[src/rtl/ps2_key_controller.sv]
// rtl/ps2_key_controller.sv - PS/2 keyboard frame capture, E0/F0 folding and key event handshake
// Optional macro PS2_PARITY_CHECK_EN: reject frames with bad odd parity.
module ps2_key_controller #(
  parameter int SYNC_STAGES    = 2,
  parameter int TIMEOUT_CYCLES = 50000,
  parameter int TIMEOUT_W      = 16
) (
  input  logic       CLK,
  input  logic       Resetn,
  input  logic       PS2Clk,
  input  logic       PS2Data,
  output logic [7:0] KeyCode,
  output logic       KeyRelease,
  output logic       KeyExtended,
  output logic       KeyValid,
  input  logic       KeyAck,
  output logic       FrameErr,
  output logic       Overrun
);

  typedef enum logic [1:0] {IDLE, DATA, PARITY, STOP} state_t;

  localparam logic [TIMEOUT_W-1:0] TO_LAST = TIMEOUT_W'(TIMEOUT_CYCLES - 1);

  logic [SYNC_STAGES-1:0] clk_sync, data_sync;
  logic                   clk_prev;
  logic                   sync_clk, sync_data, fall;
  state_t                 state, state_n;
  logic [2:0]             bitcnt;
  logic [7:0]             shreg;
  logic                   parity_bit, parity_ok;
  logic [TIMEOUT_W-1:0]   tcnt;
  logic                   ext_flag, rel_flag;
  logic                   byte_done, frame_err_n, timeout, is_event;

  assign sync_clk  = clk_sync[SYNC_STAGES-1];
  assign sync_data = data_sync[SYNC_STAGES-1];
  assign fall      = clk_prev & ~sync_clk;
  assign is_event  = byte_done && (shreg != 8'hE0) && (shreg != 8'hF0);

`ifdef PS2_PARITY_CHECK_EN
  assign parity_ok = ^{shreg, parity_bit};
`else
  assign parity_ok = parity_bit | 1'b1;
`endif

  // Synchronisers idle high, matching an undriven PS/2 bus.
  always_ff @(posedge CLK or negedge Resetn) begin
    if (!Resetn) begin
      clk_sync  <= '1;
      data_sync <= '1;
      clk_prev  <= 1'b1;
    end else begin
      clk_sync  <= {clk_sync[SYNC_STAGES-2:0], PS2Clk};
      data_sync <= {data_sync[SYNC_STAGES-2:0], PS2Data};
      clk_prev  <= sync_clk;
    end
  end

  always_ff @(posedge CLK or negedge Resetn) begin
    if (!Resetn) state <= IDLE;
    else         state <= state_n;
  end

  always_comb begin
    state_n     = state;
    byte_done   = 1'b0;
    frame_err_n = 1'b0;
    timeout     = 1'b0;
    if (state != IDLE && !fall && tcnt == TO_LAST) begin
      timeout     = 1'b1;
      frame_err_n = 1'b1;
      state_n     = IDLE;
    end else if (fall) begin
      case (state)
        IDLE:    if (!sync_data) state_n = DATA;
        DATA:    if (bitcnt == 3'd7) state_n = PARITY;
        PARITY:  state_n = STOP;
        STOP: begin
          state_n = IDLE;
          if (sync_data && parity_ok) byte_done   = 1'b1;
          else                        frame_err_n = 1'b1;
        end
        default: state_n = IDLE;
      endcase
    end
  end

  always_ff @(posedge CLK or negedge Resetn) begin
    if (!Resetn) begin
      bitcnt     <= 3'd0;
      shreg      <= 8'h00;
      parity_bit <= 1'b0;
      tcnt       <= '0;
    end else begin
      if (state == IDLE || fall || timeout) tcnt <= '0;
      else                                  tcnt <= tcnt + 1'b1;
      if (fall) begin
        case (state)
          IDLE:    bitcnt <= 3'd0;
          DATA: begin
            shreg  <= {sync_data, shreg[7:1]};
            bitcnt <= bitcnt + 3'd1;
          end
          PARITY:  parity_bit <= sync_data;
          default: ;
        endcase
      end
    end
  end

  // Any aborted frame discards pending prefixes so a stale E0/F0 cannot taint the next key.
  always_ff @(posedge CLK or negedge Resetn) begin
    if (!Resetn) begin
      ext_flag    <= 1'b0;
      rel_flag    <= 1'b0;
      FrameErr    <= 1'b0;
      KeyCode     <= 8'h00;
      KeyRelease  <= 1'b0;
      KeyExtended <= 1'b0;
      KeyValid    <= 1'b0;
      Overrun     <= 1'b0;
    end else begin
      FrameErr <= frame_err_n;
      if (frame_err_n) begin
        ext_flag <= 1'b0;
        rel_flag <= 1'b0;
      end else if (byte_done) begin
        if (shreg == 8'hE0)      ext_flag <= 1'b1;
        else if (shreg == 8'hF0) rel_flag <= 1'b1;
        else begin
          ext_flag <= 1'b0;
          rel_flag <= 1'b0;
        end
      end
      if (is_event && (!KeyValid || KeyAck)) begin
        KeyCode     <= shreg;
        KeyRelease  <= rel_flag;
        KeyExtended <= ext_flag;
        KeyValid    <= 1'b1;
      end else if (is_event) begin
        Overrun <= 1'b1;
      end else if (KeyValid && KeyAck) begin
        KeyValid <= 1'b0;
      end
    end
  end

endmodule

[config.mk]
export PLATFORM = sky130hd
export DESIGN_NAME = ps2_key_controller
export DESIGN_NICKNAME = d
export VERILOG_FILES = /design/src/rtl/ps2_key_controller.sv
export SDC_FILE = /design/constraint.sdc
export NUM_CORES = 1
export LEC_CHECK = 0
export ABC_AREA = 1
export CORE_MARGIN = 2
export CORE_UTILIZATION = 44
export CTS_BUF_LIST = sky130_fd_sc_hd__clkbuf_4
export CTS_CLUSTER_SIZE = 24
export DETAILED_ROUTE_END_ITERATION = 10
export PLACE_DENSITY_LB_ADDON = 0.08
export SLEW_MARGIN = 10
export SYNTH_ARGS = -nofsm -noshare
export SYNTH_HDL_FRONTEND = slang
export SYNTH_SLANG_ARGS = --single-unit
[constraint.sdc]
create_clock -name CLK -period 3.31 [get_ports CLK]
set_input_delay 0.662 -clock CLK [delete_from_list [all_inputs] [get_ports CLK]]
set_output_delay 0.662 -clock CLK [all_outputs]
set_load 0.05 [all_outputs]
-- Word level (Yosys, flattened, before mapping)
Cells that the tools add are included.
- add/sub/neg operators: 2
- equal/unequal tests: 14
- bitwise operators: 3
- multiplexer cells: 27
- reductions and logical operators: 24
- operator list (cell ; count):
    $mux W1 ; 20
    $add A16 B1 Y16 const B ; 1
    $eq A16 B16 Y1 const B ; 1
    $eq A8 B8 Y1 const B ; 2
    $mux W16 ; 1
    $ne A8 B8 Y1 const B ; 2
    $reduce_and A2 Y1 ; 6
    $reduce_bool A2 Y1 ; 5
    $ne A3 B3 Y1 const B ; 3
    $mux W2 ; 4
    $pmux W2 S4 ; 1
    $logic_and A1 B1 Y1 ; 6
    $pmux W3 S2 ; 1
    $eq A2 B2 Y1 const B ; 2
    $add A3 B1 Y3 const B ; 1
    $eq A3 B3 Y1 const B ; 1
    $logic_or A1 B1 Y1 ; 3
    $reduce_and A3 Y1 ; 1
    $eq A2 B1 Y1 const B ; 1
    $logic_not A1 Y1 ; 2
    $logic_not A2 Y1 ; 1
    $ne A2 B1 Y1 const B ; 1
    $ne A2 B2 Y1 const B ; 1
    $not A1 Y1 ; 2
    $and A1 B1 Y1 ; 1
- flip-flop bits (word level): 49
- word-level logic and storage cells: 85

-- Longest topological paths before layout
- depth after elaboration: 11
- mapped depth: 9
- depth with buffers taken out: 9

-- Worst setup path after synthesis
OpenSTA, ideal clock, no wires.
- kind: reg2reg
- from: register clk_sync[1]
- to: register state[0]
- arrival: 1.262 ns
- path buffers: 0
- cell stages (with the launch flop): 10
- slack: 1.924 ns
- cells stage by stage: dfstp_2 -> inv_1 -> nand2_2 -> inv_2 -> nor2_1 -> nand3_2 -> nand2_2 -> nand2_2 -> nand2_1 -> o21ai_1
- longest elaborated chain between the ends: 7
- elaborated cells on any way between the ends: 10
- RTL lines (element ; line ; RTL):
    start, declared ; 25 ; logic [SYNC_STAGES-1:0] clk_sync, data_sync;
    start signal, assigned ; 54 ; clk_sync <= {clk_sync[SYNC_STAGES-2:0], PS2Clk};
    $not A1 Y1 * ; 38 ; assign fall = clk_prev & ~sync_clk;
    $and A1 B1 Y1 * ; 38 ;
    $logic_not A1 Y1 ; 70 ; if (state != IDLE && !fall && tcnt == TO_LAST) begin
    $logic_and A1 B1 Y1 (2 in series) ; 70 ;
    $ne A3 B3 Y1 (no line) or $reduce_bool A2 Y1 (tied branches) ; - ;
    $reduce_and A3 Y1 (no line) ; - ;
    end signal, assigned ; 62 ; else state <= state_n;
    end, declared ; 28 ; state_t state, state_n;
Every way passes the cells marked *; elsewhere a longest branch is shown, timed or not.
A chain may end at the register's enable or synchronous reset.

-- Final worst setup path
- from: register KeyCode[3]
- to: output KeyCode[3]
- RTL lines (element ; line ; RTL):
    start, declared ; 12 ; output logic [7:0] KeyCode,
    start signal, assigned ; 137 ; KeyCode <= shreg;
No word-level cell between the ends.

==> impl_metrics.ini <==
[setup_path]
critPathKind = reg2out
cp_top_family = buffers and inverters
cp_max_fo = 2
critPathCaptureType = primary output
start_kind = flip-flop
worstPathRequired_ns = 2.65
crit_buf_inv = 1
worstPathArrival_ns = 1.56
cp_slowest_stage_delay_ns = 0.81
cp_slowest_cell = clkdlybuf4s50_1
crit_chain = clkdlybuf4s50_1

[sta]
finalCritPeriodShare = 0.672
fmax_ghz = 0.449
hold_viol = 0
fin_skew_ns = 0.0212
setup_viol = 0
tightestPinTransition_ns = 1.05
rsz0062_at_grt = no
slew_headroom = 0.298
fin_tns_setup_ns = 0
fin_crit_ns = 2.23
finalMaxSlewViolations = 0

[cts]
post_cts_buffers = 0
cts_resized = 0
clk_pin_slew_ns = 0.15
insertion_delay_ns = 0.37
tritoncts = done
htreeDepth = 2
cts_root_buffer = clkbuf_4
numCtsBuffers = 5
clk_path_buf_depth = 2
clock-sinks = 49
cts_hold_buf = 0

[finish]
nets = 296
n_antenna_cell = 0
layout_common_cells = nand2_1 (64), dfrtp_1 (44), nor2_1 (33)
fin_area_um2 = 2660
mostFrequentLayoutCell = nand2_1
syn2layout_area_growth_pct = 13.7
fillers = 517
drive_above_1_share = 0.141

[die]
die_h_um = 77.0
die_x_um = 77.0
boundaryPins = 18
core_area_um2 = 5110
initial_core_util = 0.459
dieArea_um2 = 5920
rows = 26

[placement]
dpl.hpwl_um = 2710
portBuffers = 17
placed_cell_area_um2 = 2560
place_congestion = 0.787

[pwr]
ir_drop_mv = 0.233
leakage_nw = 1.21
finalPower_mw = 1.56
power_density_nw_per_um2 = 587

[global_route]
grt_pass1_vias = 1605
grt_overflow_total = 0
grt.busiest_layer = met2
use_met2 = 0.239
use_met3 = 0.0365
grt_max_degree = 50
globalRouteMet1Util = 0.189
antenna_found_initial = 0
grt_pass1_wl_um = 6990
grt.total_usage = 0.145

[yosys]
synth-seq-area-share = 0.526
synth_fp_nets = 276
yosys.area.top_type_share = 0.470
synth-seq-cells = 49
synth_area_um2 = 2340
avgSynthCellArea_um2 = 8.91
synth_top_cell_by_area = dfrtp_1
yosys-top-cells-area = dfrtp_1 (47%), nand2_1 (10%), dfstp_2 (5.6%)
yosys_warnings = 0
synth.distinct_cells = 27
syn_inst = 263

[worst_hold_path]
hp-class = reg2reg

[route]
drt-initial-drc-count = 79
drtAntennaViolNets = 0
drt_pass1_iterations = 4
wl_per_cell_um = 10.6
drc_errors = 0
vias = 1636
drt_wl_total_um = 3740
via_per_inst = 4.62

[status]
run_status = completed

[run]
max-cap-violations = 0
-- report_power, final --
part / switching, mW / internal, mW
combinational: 0.257 / 0.126
sequential: 0.0676 / 0.688
clock: 0.190 / 0.234
total: 0.515 / 1.05
-- cell families after synthesis --
kind of cell             after synthesis  share of synthesized area
AND/OR/NAND/NOR                      130                      0.248
flip-flops                            49                      0.526
buffers and inverters                 38                     0.0689
AO/OA/AOI/OAI                         28                     0.0769
XOR/XNOR                              10                     0.0374
adder cells (fa/ha/maj)                8                     0.0427
-- layout make-up --
cell class	instances	area (µm²)	share of cell area
clock buffer	5	37.5	0.0141
clock inverter	3	65.1	0.0244
inverter	34	128	0.0479
multi-input combinational	176	948	0.356
sequential	49	1230	0.463
tap	70	87.6	0.0329
timing repair buffer	17	165	0.0620
-- metrics by stage --
step           cells  setup WS [ns]  hold slack [ns]  utilization
3_3_place_gp     346           1.29            0.346        0.501
6_report         354           1.08            0.364        0.522
3_5_place_dp     346           1.26            0.347        0.501
4_1_cts          354           1.06            0.366        0.522
2_1_floorplan    263           1.92            0.345            -
5_1_grt          354          0.997            0.371        0.522
-- flip-flops by register name, indices dropped and copies added (netlist names) --
register / cells
tcnt: 16
KeyCode: 8
shreg: 8
bitcnt: 3
clk_sync: 2
data_sync: 2
state: 2
FrameErr: 1
KeyExtended: 1
KeyRelease: 1
KeyValid: 1
Overrun: 1
clk_prev: 1
ext_flag: 1
rel_flag: 1
-- cells in the mapped netlist (all sizes together) --
| cell type | number |
|---|---|
| nand2 | 69 |
| dfrtp | 44 |
| nor2 | 38 |
| inv | 34 |
| o21ai | 24 |
| nand3 | 13 |
| ha | 8 |
| xor2 | 7 |
| dfstp | 5 |
| nor3 | 5 |
| nand4 | 4 |
| buf | 3 |
| xnor2 | 3 |
| a21oi | 2 |
| a31o | 1 |
| clkbuf | 1 |
| nor3b | 1 |
| o211ai | 1 |
-- final timing paths --
| kind | start | endpoint | slack [ns] | cells after the start |
|---|---|---|---|---|
| hold reg to reg | clk_sync[0] | clk_sync[1] | 0.36 | 0 |
| hold / removal | clk_sync[0] | clk_sync[1] | 0.36 | 0 |
| setup reg to reg | state[0] | KeyCode[7] | 1.53 | 8 |
| max in group asynchronous | Resetn | state[1] | 2.19 | 1 |
| setup / recovery | KeyCode[3] | KeyCode[3] | 1.08 | 1 |
| min in group asynchronous | Resetn | KeyCode[1] | 0.46 | 1 |
-- layer usage --
metal  wire length (µm)  vias to the layer above
met5                  0                        -
met4                 54                        0
met3                138                        7
met2               1680                       22
met1               1870                      745
li1                   -                      862
(Power assumes the default switching activity.)
==> patch 1, RTL diff (same settings) <==
The 4 states of `state_t` get a one-hot encoding in 4 bits.
--- a/src/rtl/ps2_key_controller.sv
+++ b/src/rtl/ps2_key_controller.sv
@@ -18,7 +18,7 @@
   output logic       Overrun
 );
 
-  typedef enum logic [1:0] {IDLE, DATA, PARITY, STOP} state_t;
+  typedef enum logic [3:0] {IDLE = 4'b0001, DATA = 4'b0010, PARITY = 4'b0100, STOP = 4'b1000} state_t;
 
   localparam logic [TIMEOUT_W-1:0] TO_LAST = TIMEOUT_W'(TIMEOUT_CYCLES - 1);
 
Formal check against the unedited RTL: no difference found for any inputs over 10 cycles, from zero or initial values and one cycle with Resetn low; not proved beyond that.
==> patch 1 against the unedited design <==
- via count up 9.1%
- final area up 4.2%
- setup slack better by 0.021 ns
- wire length up 7.0%
- sequential cell count up 2
- utilization down 0.81 points
- combinational power down 33%
- cell count up 5.6%
- total power down 8.4%
- synthesized area up 3.7%
- critical endpoint is now KeyCode[7]
==> patch 1: results (changes against the unedited design) <==
critPathLaunch: "KeyCode[7]$_DFFE_PN0P_"
critPathMaxFanout: 2  # unchanged
synth_compound_area_frac: 0.07986  # +0.002933
routabilityCongestion: 0.8091  # +2.8%
synthXorXnorAreaFrac: 0.01082  # -0.02657
placed_cell_area_um2: 2670  # +4.2%
grt_util_met1: 0.1971  # +0.008303
worst_slew_pin_slew_ns: 0.7311  # -0.3220 ns
nMultiInputCombCells: 189  # +7.4%
n_all_buffers: 18  # +1
drive_gt1_frac: 0.1424  # +0.001539
synthAdderAreaFrac: 0.01546  # -0.02728
fin_hold_ws_ns: 0.3275  # -0.03668 ns
seq_area_frac_synth: 0.5286  # +0.002418
p_leak_nw: 1.280  # +5.5%
post-route-min-period_ns: 2.205  # -0.02071 ns
grt_pass1_wl_um: 7458  # +6.7%
syn_avg_cell_area_um2: 8.705  # -2.3%
dp.cells: 366  # +5.8%
buffer_area_frac: 0.06222  # +0.0002175
clkCellAreaFrac: 0.03787  # -0.0006438
r2r_slack_ns: 1.58  # +0.05 ns
worstReg2RegStart: "tcnt[0]$_DFF_PN0_"
design.seq.count: 51  # +4.1%
hold_path_class: "input port to asynchronous set/reset pin"
critPathCapture: "KeyCode[7]"
dr_wl_met3_um: 144  # +4.3%
grt_max_degree: 35  # -30%
grtUsageTotal: 0.1523  # +0.006990
ys_types: 37  # +37%
dp_hpwl_um: 2984  # +10%
status: "completed"
place_ws_ns: 1.481  # +0.2235 ns
grt_pass1_vias: 1729  # +7.7%
worstPathArrival_ns: 1.54  # -0.02 ns
wl_met2_um: 1799  # +7.4%
use_met2: 0.2491  # +0.009664
rr_endpoint: "tcnt[10]$_DFF_PN0_"
synth_common_cells: "nand2_1, dfrtp_1, nor2_1, inv_1, nand3_1"
ir_drop_uv: 263.4  # +13%
globalRouteMet3Util: 0.03908  # +0.002610
postRouteWirelength_um: 4000  # +7.0%
syn_nets: 287  # +4.0%
inv_count: 36  # +5.9%
fin_nets: 309  # +4.4%
wl_met1_um: 1996  # +6.7%
n_fill_cell: 526  # +1.7%
yosys-top-cells-area: "dfrtp_1, nand2_1, dfstp_2"
seq_share: 0.4626  # about the same
==> patch 1: cell types whose count changed after synthesis, sizes merged, moves of 3 or more <==
| cell | unedited run | this run |
|---|---|---|
| xor2 | 7 | 1 |
| o21ai | 24 | 20 |
| a21oi | 2 | 6 |
| nand3 | 13 | 22 |
| nand4 | 4 | 8 |
| ha | 8 | 3 |
| nand2 | 69 | 72 |
==> patch 1: kinds of logic after synthesis <==
kind of cell | count (synthesis)
simple gates | 154
compound gates | 29
flops | 51
xor+xnor | 3
buf+inv | 39
fa+ha+maj | 3
==> patch 1: power by group <==
part           internal, W  switching (W)  leakage, nW  total (W)
logic            0.0000873       0.000169        0.544   0.000256
registers         0.000692      0.0000557        0.684   0.000747
clock network     0.000235       0.000194       0.0514   0.000429
total              0.00101       0.000418         1.28    0.00143
==> patch 1: worst reg2reg max path: cells and delay by family (launching register included) <==
family          cells  cell delay (ns)
compound gates      2             0.18
fa+ha+maj           1             0.19
flops               1             0.41
simple gates        5             0.85
==> patch 2, RTL diff (same settings) <==
Made on the original files. Add a define of `PS2_PARITY_CHECK_EN`.
--- a/src/rtl/ps2_key_controller.sv
+++ b/src/rtl/ps2_key_controller.sv
@@ -1,5 +1,7 @@
 // rtl/ps2_key_controller.sv - PS/2 keyboard frame capture, E0/F0 folding and key event handshake
 // Optional macro PS2_PARITY_CHECK_EN: reject frames with bad odd parity.
+`define PS2_PARITY_CHECK_EN
+
 module ps2_key_controller #(
   parameter int SYNC_STAGES    = 2,
   parameter int TIMEOUT_CYCLES = 50000,
Formal check against the unedited RTL: no difference found for any inputs over 10 cycles, from zero or initial values and one cycle with Resetn low; that may be too few to reach the edited logic, so the function may still have changed.
==> patch 2 against the unedited design <==
- wire length rose by 15%
- non-clock buffer count is 1 higher
- final area increased by 6.0%
- sequential cell count is 1 higher
- first-iteration DRC count is 2.5% lower
- synthesized area increased by 6.9%
- sequential share of layout area is 1.7 points lower
- total power rose by 15%
- cell count increased by 6.8%
- setup slack better by 0.015 ns
- largest cell class unchanged
- largest power group unchanged
==> patch 2: results (changes against the unedited design) <==
hold_path_class: "flop to flop"
drive_gt1_frac: 0.1471  # +0.006214
fin_nets: 318  # +7.4%
globalRouteMet3Util: 0.03394  # -0.002534
cp.required_ns: 2.65  # about the same
synthXorXnorAreaFrac: 0.02448  # -0.01292
grt_util_met1: 0.1997  # +0.01087
critPathMaxFanout: 2  # unchanged
synthAdderAreaFrac: 0.03996  # -0.002775
syn_nets: 297  # +7.6%
ys_types: 33  # +22%
seq_area_frac_synth: 0.5020  # -0.02418
worst_slew_pin_slew_ns: 1.018  # -0.03545 ns
use_met2: 0.2496  # +0.01011
routabilityCongestion: 0.8045  # +2.2%
cts_resized: 0  # unchanged
p_leak_nw: 1.336  # +10%
synth_compound_area_frac: 0.08991  # +0.01299
clk_path_buf_depth: 2  # unchanged
drt_iter0_drc: 77  # -2.5%
critPathTopFamily: "buffers and inverters"
crit_path_top_delay_cell: "clkdlybuf4s50_1"
status: "completed"
grt_max_degree: 47  # -6.0%
async_reset_ff_frac: 1.000  # unchanged
port_buffers: 17  # unchanged
antenna_cells: 0  # unchanged
grt_pass1_vias: 1788  # +11%
largest_registers: "tcnt: 16 flops, KeyCode: 8 flops, shreg: 8 flops"
grt_pass1_wl_um: 7693  # +10%
skew_ns: 0.01189  # -0.009285 ns
drt-vias-per-instance: 4.828  # +4.5%
synth_common_cells: "nand2_1, dfrtp_1, inv_1, nor2_1, nand3_1"
dp_hpwl_um: 3029  # +12%
placed_cell_area_um2: 2740  # +7.0%
cts_setup_buffers: 0  # unchanged
avgRoutedWirePerCell_um: 11.36  # +7.5%
ir_drop_uv: 225.9  # -3.0%
grtUsageTotal: 0.1543  # +0.009056
worst_path_largest_cell_delay_ns: 0.81  # about the same
antenna_found_initial: 0  # unchanged
drt_first_pass_iters: 4  # unchanged
swShare: 0.3883  # +0.05878
yosys-top-cells-area: "dfrtp_1, nand2_1, dfstp_2"
synth-main-ff-cell: "dfrtp_1"
[patch 2: cell families after synthesis]
kind of cell               count (synthesis)
and+or+nand+nor                          142
xor gates and xnor gates                   7
adders and majority gates                  8
DFF                                       50
AOI/OAI and AO/OA                         35
buffers and inverters                     42
[patch 2: path summary, 6_finish.rpt]
| path | startpoint | end | slack (ns) | cells past startpoint |
|---|---|---|---|---|
| worst max-delay path | KeyValid$_DFFE_PN0P_ | KeyValid | 1.10 | 1 |
| worst min-delay path | data_sync[0]$_DFF_PN1_ | data_sync[1]$_DFF_PN1_ | 0.37 | 0 |
| worst max register to register | clk_prev$_DFF_PN1_ | KeyCode[6]$_DFFE_PN0P_ | 1.35 | 7 |
| worst min register to register | data_sync[0]$_DFF_PN1_ | data_sync[1]$_DFF_PN1_ | 0.37 | 0 |
| max in group asynchronous | Resetn | clk_prev$_DFF_PN1_ | 2.09 | 2 |
| min in group asynchronous | Resetn | KeyCode[7]$_DFFE_PN0P_ | 0.46 | 1 |
[patch 2: layout make-up]
class,count,area (µm²)
clock inverter,1,30.03
timing repair buffer,18,172.7
tap,72,90.09
clock buffer,7,52.55
multi-input combinational,192,1077
sequential,50,1257
fill,542,2684
inverter,38,142.6
[patch 2: stage by stage]
stage,setup slack (ns),hold slack (ns),std cells
after floorplan,1.745,0.3452,284
after global placement,1.287,0.3456,370
after detailed placement,1.261,0.3476,370
after CTS,1.076,0.3670,378
after global routing,1.044,0.3751,378
final,1.099,0.3651,378
[patch 2: per-layer routing]
layer	routed length (µm)	part of all wire
met4	88	0.020
met3	114	0.027
met2	2007	0.47
met1	2083	0.49
met5	0	0
[patch 2: power by group through the flow]
stage | clock (W) | sequential, W | combinational (W)
2_1_floorplan | 0 | 0.000852 | 0.000438
3_3_place_gp | 0 | 0.000808 | 0.000627
3_5_place_dp | 0 | 0.000810 | 0.000641
4_1_cts | 0.000376 | 0.000799 | 0.000645
5_1_grt | 0.000403 | 0.000815 | 0.000726
6_report | 0.000365 | 0.000799 | 0.000635
